==> src/rtl/dmem_arbiter.sv <==
// Data-memory arbiter between the CPU memory stage and the VGA engine.
// One synchronous RAM port; CPU wins by default, VGA wins after starvation.
module dmem_arbiter #(
    parameter int STARVE_LIMIT = 3
) (
    input  logic        clock,
    input  logic        reset,
    input  logic        cpu_req,
    input  logic        cpu_we,
    input  logic [16:0] cpu_addr,
    input  logic [31:0] cpu_wdata,
    output logic        cpu_ack,
    output logic [31:0] cpu_rdata,
    output logic        cpu_stall,
    input  logic        vga_req,
    input  logic [16:0] vga_addr,
    output logic        vga_ack,
    output logic [31:0] vga_rdata,
    output logic [16:0] address_dmem,
    output logic [31:0] data,
    output logic        wren,
    input  logic [31:0] q_dmem
);

    typedef enum logic [1:0] {
        IDLE,
        ISSUE,
        CAPTURE
    } state_t;

    localparam logic [1:0] LIMIT = 2'(STARVE_LIMIT);

    state_t      state, state_n;
    // owner: 0 = CPU, 1 = VGA
    logic        owner, owner_n;
    logic [1:0]  starve_cnt, starve_n;
    logic [16:0] addr_n;
    logic [31:0] data_n;
    logic        wren_n;
    logic        cpu_ack_n, vga_ack_n;
    logic [31:0] cpu_rdata_n, vga_rdata_n;

    logic cpu_elig, vga_elig, vga_win;

    assign cpu_elig  = cpu_req & ~cpu_ack;
    assign vga_elig  = vga_req & ~vga_ack;
    assign vga_win   = vga_elig & (~cpu_elig | (starve_cnt == LIMIT));
    assign cpu_stall = cpu_req & ~cpu_ack;

    // Next-state, arbitration and registered-output computation.
    always_comb begin
        state_n     = state;
        owner_n     = owner;
        starve_n    = starve_cnt;
        addr_n      = address_dmem;
        data_n      = data;
        wren_n      = 1'b0;
        cpu_ack_n   = 1'b0;
        vga_ack_n   = 1'b0;
        cpu_rdata_n = cpu_rdata;
        vga_rdata_n = vga_rdata;
        unique case (state)
            IDLE: begin
                if (cpu_elig | vga_elig) begin
                    state_n = ISSUE;
                    owner_n = vga_win;
                    if (vga_win) begin
                        addr_n   = vga_addr;
                        starve_n = 2'd0;
                    end else begin
                        addr_n = cpu_addr;
                        wren_n = cpu_we;
                        if (cpu_we)
                            data_n = cpu_wdata;
                        if (vga_elig && starve_cnt != LIMIT)
                            starve_n = starve_cnt + 2'd1;
                    end
                end
            end
            ISSUE: begin
                // wren high here means a CPU write is in flight
                if (wren) begin
                    state_n   = IDLE;
                    cpu_ack_n = 1'b1;
                end else begin
                    state_n = CAPTURE;
                end
            end
            CAPTURE: begin
                state_n = IDLE;
                if (owner) begin
                    vga_ack_n   = 1'b1;
                    vga_rdata_n = q_dmem;
                end else begin
                    cpu_ack_n   = 1'b1;
                    cpu_rdata_n = q_dmem;
                end
            end
            default: state_n = IDLE;
        endcase
    end

    // State and output registers; reset abandons any access in flight.
    always_ff @(posedge clock or negedge reset) begin
        if (!reset) begin
            state        <= IDLE;
            owner        <= 1'b0;
            starve_cnt   <= 2'd0;
            address_dmem <= 17'd0;
            data         <= 32'd0;
            wren         <= 1'b0;
            cpu_ack      <= 1'b0;
            vga_ack      <= 1'b0;
            cpu_rdata    <= 32'd0;
            vga_rdata    <= 32'd0;
        end else begin
            state        <= state_n;
            owner        <= owner_n;
            starve_cnt   <= starve_n;
            address_dmem <= addr_n;
            data         <= data_n;
            wren         <= wren_n;
            cpu_ack      <= cpu_ack_n;
            vga_ack      <= vga_ack_n;
            cpu_rdata    <= cpu_rdata_n;
            vga_rdata    <= vga_rdata_n;
        end
    end

endmodule

==> config.mk <==
export PLATFORM = sky130hd
export DESIGN_NAME = dmem_arbiter
export DESIGN_NICKNAME = d
export VERILOG_FILES = /design/src/rtl/dmem_arbiter.sv
export SDC_FILE = /design/constraint.sdc
export NUM_CORES = 1
export LEC_CHECK = 0
export CORE_AREA = 2 2 108 110
export DETAILED_ROUTE_END_ITERATION = 10
export DIE_AREA = 0 0 110 112
export GPL_TIMING_DRIVEN = 0
export PLACE_DENSITY = 0.86
export SLEW_MARGIN = 15
export SYNTH_ARGS = -nofsm -noshare
export SYNTH_HDL_FRONTEND = slang
export SYNTH_SLANG_ARGS = --single-unit
==> constraint.sdc <==
create_clock -name clock -period 4.11 [get_ports clock]
set_input_delay 0.6165 -clock clock [delete_from_list [all_inputs] [get_ports clock]]
set_output_delay 0.6165 -clock clock [all_outputs]
set_load 0.01 [all_outputs]
==> results.sh, run 1 <==
export IMPL_worst_ep_required_ns=3.49
export IMPL_max_slew_worst_pin_slew_ns=0.858
export IMPL_routed_wire_length_um=13300
export IMPL_maxSlewHeadroom=0.427
export IMPL_grt_busiest_layer="met2"
export IMPL_area_of_the_core_mm2=0.0112
export IMPL_timing_clock_skew_ns=0.00505
export IMPL_drt_first_pass_iters=4
export IMPL_clockRootBuffer="sky130_fd_sc_hd__clkbuf_16"
export IMPL_worst_reg_to_reg_setup_slack_ns=1.86
export IMPL_postCtsResizedCells=0
export IMPL_via_per_inst=5.20
export IMPL_grt_pass1_vias=4237
export IMPL_grt_max_degree=64
export IMPL_post_synth_cell_area_avg_um2=14.1
export IMPL_crit_type="primary input to output port"
export IMPL_synth_async_reset_ratio=1.00
export IMPL_port_buffers=219
export IMPL_r2r_end="address_dmem[8]"
export IMPL_cts_tree="yes"
export IMPL_fill_cells=782
export IMPL_power_density_cell_area_mw_per_mm2=791
export IMPL_vias=3898
export IMPL_detail_route_iter0_violations=253
export IMPL_die_x_um=110
export IMPL_global_route_usage_total=0.222
export IMPL_floorplan_die_area_mm2=0.0123
export IMPL_syn_inst=357
export IMPL_synth_cell_type_count=29
export IMPL_final_setup_tns_ns=0
export IMPL_worst_skew_pair_late_latency_ns=0.39
export IMPL_hold_path_class="primary input to async pin"
export IMPL_synth_top_area_frac=0.600
export IMPL_clkSinkCount=121
export IMPL_grt_pass1_wl_um=20900
export IMPL_row_count=39
export IMPL_timing_final_setup_violations=0
export IMPL_global_route_usage_met1=0.253
export IMPL_gp_routability_congestion=0.833
export IMPL_critical_path_max_stage_delay_ns=0.56
export IMPL_initial_antenna_violation_count=0
export IMPL_fin_crit_ns=2.52
export IMPL_timing_final_crit_share=0.613
export IMPL_ctsLongestPathBuffers=2
export IMPL_synth_most_common_cell="sky130_fd_sc_hd__dfrtp_1"
export IMPL_ys_seq_area_frac=0.600
export IMPL_die_h_um=112
export IMPL_synth_nets=464
export IMPL_synthTopCellsByCount="sky130_fd_sc_hd__dfrtp_1, sky130_fd_sc_hd__mux2_2, sky130_fd_sc_hd__mux2_1, sky130_fd_sc_hd__inv_1"
export IMPL_detail_route_drc_violations=0
export IMPL_crit_family="buffers and inverters"
export IMPL_postSynthRegisterBits=121
export IMPL_nets=703
export IMPL_tritoncts_num_buffers=17
export IMPL_area_delta_synth_final_pct=59.5
export IMPL_ys_dominant_reg_cell="sky130_fd_sc_hd__dfrtp_1"
export IMPL_cts_setup_buffers=0
export IMPL_chain_of_cells_forming_the_critical_path="clkdlybuf4s50_1, nand2b_1, inv_1, clkdlybuf4s50_1"
export IMPL_gr_usage_met3=0.0837
export IMPL_share_of_post_route_cells_with_drive_strength_above_1=0.188
export IMPL_maxSlewViolCount=0
export IMPL_clkTransAtPathRegs_ns=0.05
export IMPL_ioPinCount=220
export IMPL_reg2reg_from="starve_cnt[0]"
export IMPL_grt_met2_usage=0.380
export IMPL_synth_enable_flop_cells=0
export IMPL_max_cap_violations=0
export IMPL_critical_path_most_common_cell="sky130_fd_sc_hd__clkdlybuf4s50_1"
export IMPL_clock_fmax_mhz=397
export IMPL_initial_utilization=0.452
export IMPL_synth_area_mm2=0.00505
export IMPL_cts_htree_levels=4
export IMPL_timing_critical_path_arrival_ns=1.90
export IMPL_run_status="completed"
export IMPL_hold_viol=0
export IMPL_timing_critical_path_buf_inv=3
export IMPL_worstSetupStartpointType="primary input"
export IMPL_wl_per_cell_um=17.8
export IMPL_place_detailed_hpwl_um=9720
export IMPL_overflow=0
export IMPL_yosysTopAreaCell="sky130_fd_sc_hd__dfrtp_1"
export IMPL_vdd_ir_drop_worst_mv=0.600
export IMPL_critPathMaxFanout=3
export IMPL_rr_worst_depth=5
export IMPL_synthTopCellsByArea="sky130_fd_sc_hd__dfrtp_1, sky130_fd_sc_hd__mux2_2, sky130_fd_sc_hd__mux2_1"
export IMPL_total_power_mw=6.37
export IMPL_cts_hold_repair_buffers=0
export IMPL_cpMaxStageDelayCell="sky130_fd_sc_hd__clkdlybuf4s50_1"
export IMPL_final_antenna_net_count=0
export IMPL_setup_repair_after_global_routing_missed_its_margin="no"
export IMPL_ys_warnings_count=0
export IMPL_cellLeakagePower_nw=3.47
export IMPL_kind_of_end_point_of_the_critical_path="output port"
export IMPL_number_of_antenna_repair_diodes=0
## layout make-up
class / instances / area [um^2] / area share
buffer: 25 / 129 / 0.0160
clock buffer: 23 / 488 / 0.0606
clock inverter: 7 / 116 / 0.0145
inverter: 22 / 82.6 / 0.0103
multi-input combinational: 189 / 1810 / 0.224
sequential: 121 / 3030 / 0.376
tap: 143 / 179 / 0.0222
timing repair buffer: 220 / 2220 / 0.276
## power breakdown
part,internal [mW],total [mW],switching [mW]
clock,1.01,1.50,0.488
combinational,1.66,2.76,1.11
sequential,1.80,2.10,0.305
total,4.46,6.37,1.90
## cell usage in the layout (no fill, tap or decap), types with 2 or more instances in the layout
cell type / n
sky130_fd_sc_hd__clkdlybuf4s50_1: 218
sky130_fd_sc_hd__dfrtp_1: 121
sky130_fd_sc_hd__mux2_2: 68
sky130_fd_sc_hd__mux2_1: 29
sky130_fd_sc_hd__inv_1: 21
sky130_fd_sc_hd__o21ai_0: 17
sky130_fd_sc_hd__and3b_1: 17
sky130_fd_sc_hd__a221oi_1: 17
sky130_fd_sc_hd__a22oi_1: 17
sky130_fd_sc_hd__clkbuf_16: 17
sky130_fd_sc_hd__clkbuf_1: 11
sky130_fd_sc_hd__buf_2: 10
sky130_fd_sc_hd__nand2b_1: 4
sky130_fd_sc_hd__buf_6: 4
sky130_fd_sc_hd__ha_1: 4
sky130_fd_sc_hd__clkbuf_8: 4
sky130_fd_sc_hd__nand2_1: 3
sky130_fd_sc_hd__buf_1: 3
sky130_fd_sc_hd__bufinv_16: 3
sky130_fd_sc_hd__clkinv_2: 2
## logic make-up after synthesis
family / count (synthesis) / share of synthesized area
flops: 121 / 0.600
fa+ha+maj: 4 / 0.00992
compound gates: 57 / 0.0838
simple gates: 30 / 0.0459
buf+inv: 47 / 0.0419
mux: 98 / 0.218
## registers in the layout, indices dropped and copies added (netlist names)
register / flops
vga_rdata: 32
owner: 1
cpu_rdata: 32
state: 2
cpu_ack: 1
wren: 1
data: 32
address_dmem: 17
vga_ack: 1
starve_cnt: 2
## routing by layer
layer	wire (um)	part of all wire
met5	0	0
met4	235	0.018
met3	1220	0.091
met2	6960	0.52
met1	4900	0.37
## worst reg2reg max path, stage by stage (launching register included)
cell and delay [ns]:
sky130_fd_sc_hd__dfrtp_1 0.38, sky130_fd_sc_hd__ha_1 0.25, sky130_fd_sc_hd__nor3b_1 0.71, sky130_fd_sc_hd__clkbuf_1 0.40, sky130_fd_sc_hd__o21ai_0 0.21, sky130_fd_sc_hd__a22oi_1 0.21
## worst max-delay path by stage
stage / end / slack, ns / from / cells after the start
finish: cpu_stall / 1.59 / cpu_req / 4
global route: cpu_stall / 1.49 / cpu_req / 4
CTS: cpu_stall / 1.59 / cpu_req / 4
detailed placement: address_dmem[8] / 1.47 / cpu_req / 5
global placement: cpu_rdata[24] / -2.03 / reset / 1
floorplan: data[10] / 2.22 / vga_req / 5
## stage by stage
step	worst slack, ns	area (um^2)	cells	util	hold WS (ns)
4_1_cts	1.59	8050	750	0.720	0.194
3_5_place_dp	1.47	7450	720	0.666	0.475
6_report	1.59	8050	750	0.720	0.182
5_1_grt	1.49	8050	750	0.720	0.215
3_3_place_gp	-2.03	7420	719	0.664	0.468
2_1_floorplan	2.22	5050	357	-	0.321
Note: power is estimated with default switching activity, not from simulation.
==> inputs of run 2 (changes only) <==
CORE_AREA = 2 2 113 115   (was 2 2 108 110)
DIE_AREA = 0 0 115 117   (was 0 0 110 112)
PLACE_DENSITY = 0.8   (was 0.86)
clock period = 2.55 ns   (was 4.11 ns; I/O delays follow)
==> run 2 against run 1 <==
Register-to-register slack got worse by 1.5 ns; die area rose by 9.2%; clock power rose by 40%; clock-buffer cell count did not move; via count fell by 1.3%; combinational power rose by 61%; critical path depth rose by 1; first-iteration DRC count fell by 36%; final area fell by 0.84%.
==> results.sh, run 2 (synthesized netlist as in run 1, its figures left out) <==
export IMPL_die_x_um=115
export IMPL_worstSetupStartpointType="flop"
export IMPL_fill_cells=908
export IMPL_seqPwrFrac=0.341
export IMPL_timing_final_setup_violations=0
export IMPL_share_of_post_route_cells_with_drive_strength_above_1=0.185
export IMPL_power_density_cell_area_mw_per_mm2=1240
export IMPL_cellLeakagePower_nw=3.44
export IMPL_clkTransAtPathRegs_ns=0.05
export IMPL_vdd_ir_drop_worst_mv=0.763
export IMPL_overflow=0
export IMPL_cts_htree_levels=4
export IMPL_cts_tree="yes"
export IMPL_vias=3848
export IMPL_area_delta_synth_final_pct=58.2
export IMPL_cts_setup_buffers=0
export IMPL_global_route_usage_total=0.203
export IMPL_final_antenna_net_count=0
export IMPL_setup_repair_after_global_routing_missed_its_margin="no"
export IMPL_clock_fmax_mhz=452
export IMPL_hold_viol=0
export IMPL_layout_cell_area_excl_fill_mm2=0.00798
export IMPL_hold_slack_ns=0.481
export IMPL_wl_per_cell_um=17.6
export IMPL_hold_path_class="flop to flop"
export IMPL_final_common_cell="sky130_fd_sc_hd__clkdlybuf4s50_1"
export IMPL_worst_skew_pair_late_latency_ns=0.41
export IMPL_maxSlewHeadroom=0.382
export IMPL_p_int_mw=6.90
export IMPL_number_of_antenna_repair_diodes=0
export IMPL_multi_input_comb_area_mm2=0.00181
export IMPL_floorplan_die_area_mm2=0.0135
export IMPL_clkSinkCount=121
export IMPL_tritoncts_num_buffers=17
export IMPL_drt_first_pass_iters=4
export IMPL_final_seq_area_mm2=0.00303
export IMPL_worst_ep_required_ns=2.87
export IMPL_maxSlewViolCount=0
export IMPL_postCtsResizedCells=0
export IMPL_grt_pass1_vias=4101
export IMPL_area_of_the_core_mm2=0.0123
export IMPL_cts_hold_repair_buffers=1
export IMPL_max_slew_worst_pin_slew_ns=0.924
export IMPL_run_status="completed"
export IMPL_detail_route_drc_violations=0
export IMPL_fin_crit_ns=2.21
export IMPL_port_buffers=219
export IMPL_final_cell_mix="sky130_fd_sc_hd__clkdlybuf4s50_1, sky130_fd_sc_hd__dfrtp_1, sky130_fd_sc_hd__mux2_2"
export IMPL_detail_route_iter0_violations=161
export IMPL_timing_clock_skew_ns=0.00625
export IMPL_crit_type="flop to flop"
export IMPL_ioPinCount=220
export IMPL_clockRootBuffer="sky130_fd_sc_hd__clkbuf_16"
export IMPL_critPathMaxFanout=10
export IMPL_routed_wire_length_um=13300
export IMPL_via_per_inst=5.10
export IMPL_grt_pass1_wl_um=20900
export IMPL_row_count=41
export IMPL_gp_routability_congestion=0.852
export IMPL_grt_max_degree=62
export IMPL_max_cap_violations=0
export IMPL_clockPowerShare=0.211
export IMPL_die_h_um=117
export IMPL_timing_final_crit_share=0.868
export IMPL_p_sw_frac=0.305
export IMPL_placedInstanceArea_mm2=0.00745
export IMPL_kind_of_end_point_of_the_critical_path="flop"
export IMPL_initial_antenna_violation_count=0
export IMPL_ctsLongestPathBuffers=2
export IMPL_timing_critical_path_arrival_ns=2.53
export IMPL_netSwitchingPower_mw=3.03
export IMPL_reg_top3="cpu_rdata x32, data x32, vga_rdata x32"
export IMPL_combPwrFrac=0.447
export IMPL_place_detailed_hpwl_um=9780
export IMPL_initial_utilization=0.410
export IMPL_nets=704
==> run 2: critical path, cell delays in order, from the launching register on <==
cell and delay [ns]:
sky130_fd_sc_hd__dfrtp_1 0.38, sky130_fd_sc_hd__ha_1 0.25, sky130_fd_sc_hd__nor3b_1 0.76, sky130_fd_sc_hd__clkbuf_1 0.38, sky130_fd_sc_hd__o21ai_0 0.17, sky130_fd_sc_hd__a22oi_1 0.17
==> run 2: area by class of cell <==
type / count / share of cell area
Sequential cell: 121 / 0.379
Timing Repair Buffer: 221 / 0.279
Multi-Input combinational cell: 189 / 0.226
Clock buffer: 23 / 0.0624
Tap cell: 150 / 0.0235
Buffer: 25 / 0.0161
Inverter: 22 / 0.0103
Clock inverter: 4 / 0.00251
==> run 2: power groups by stage <==
stage	clock (mW)	sequential (mW)	combinational, mW
final	2.10	3.39	4.44
after global routing	2.23	3.52	4.77
after CTS	2.15	3.40	4.50
after detailed placement	0	3.42	4.47
after global placement	0	3.36	4.37
after floorplan	0	3.81	1.52
==> run 2: worst paths after layout <==
kind | startpoint | to | slack (ns) | cells past startpoint
max in group asynchronous | reset | cpu_rdata[28] | 1.33 | 3
max | starve_cnt[0] | address_dmem[13] | 0.34 | 5
min reg2reg | data[3] | data[3] | 0.48 | 1
min | data[3] | data[3] | 0.48 | 1
max reg2reg | starve_cnt[0] | address_dmem[13] | 0.34 | 5
min in group asynchronous | reset | address_dmem[14] | 0.53 | 2
==> run 2: per-layer routing <==
metal / vias to the layer above / track usage / routed length (um)
li1: 1767 / - / -
met1: 1906 / 0.232 / 5150
met2: 153 / 0.345 / 6780
met3: 22 / 0.0731 / 1080
met4: 0 / 0.0916 / 275
met5: - / 0 / 0
==> run 2: metrics by stage <==
step	util	cells	total power, mW	setup TNS [ns]	worst slack (ns)
2_1_floorplan	-	357	5.34	0	0.762
3_3_place_gp	0.603	726	7.72	-412.61	-3.42
3_5_place_dp	0.605	727	7.89	0	0.130
4_1_cts	0.648	755	10.0	0	0.359
5_1_grt	0.648	755	10.5	0	0.238
6_report	0.648	755	9.93	0	0.337
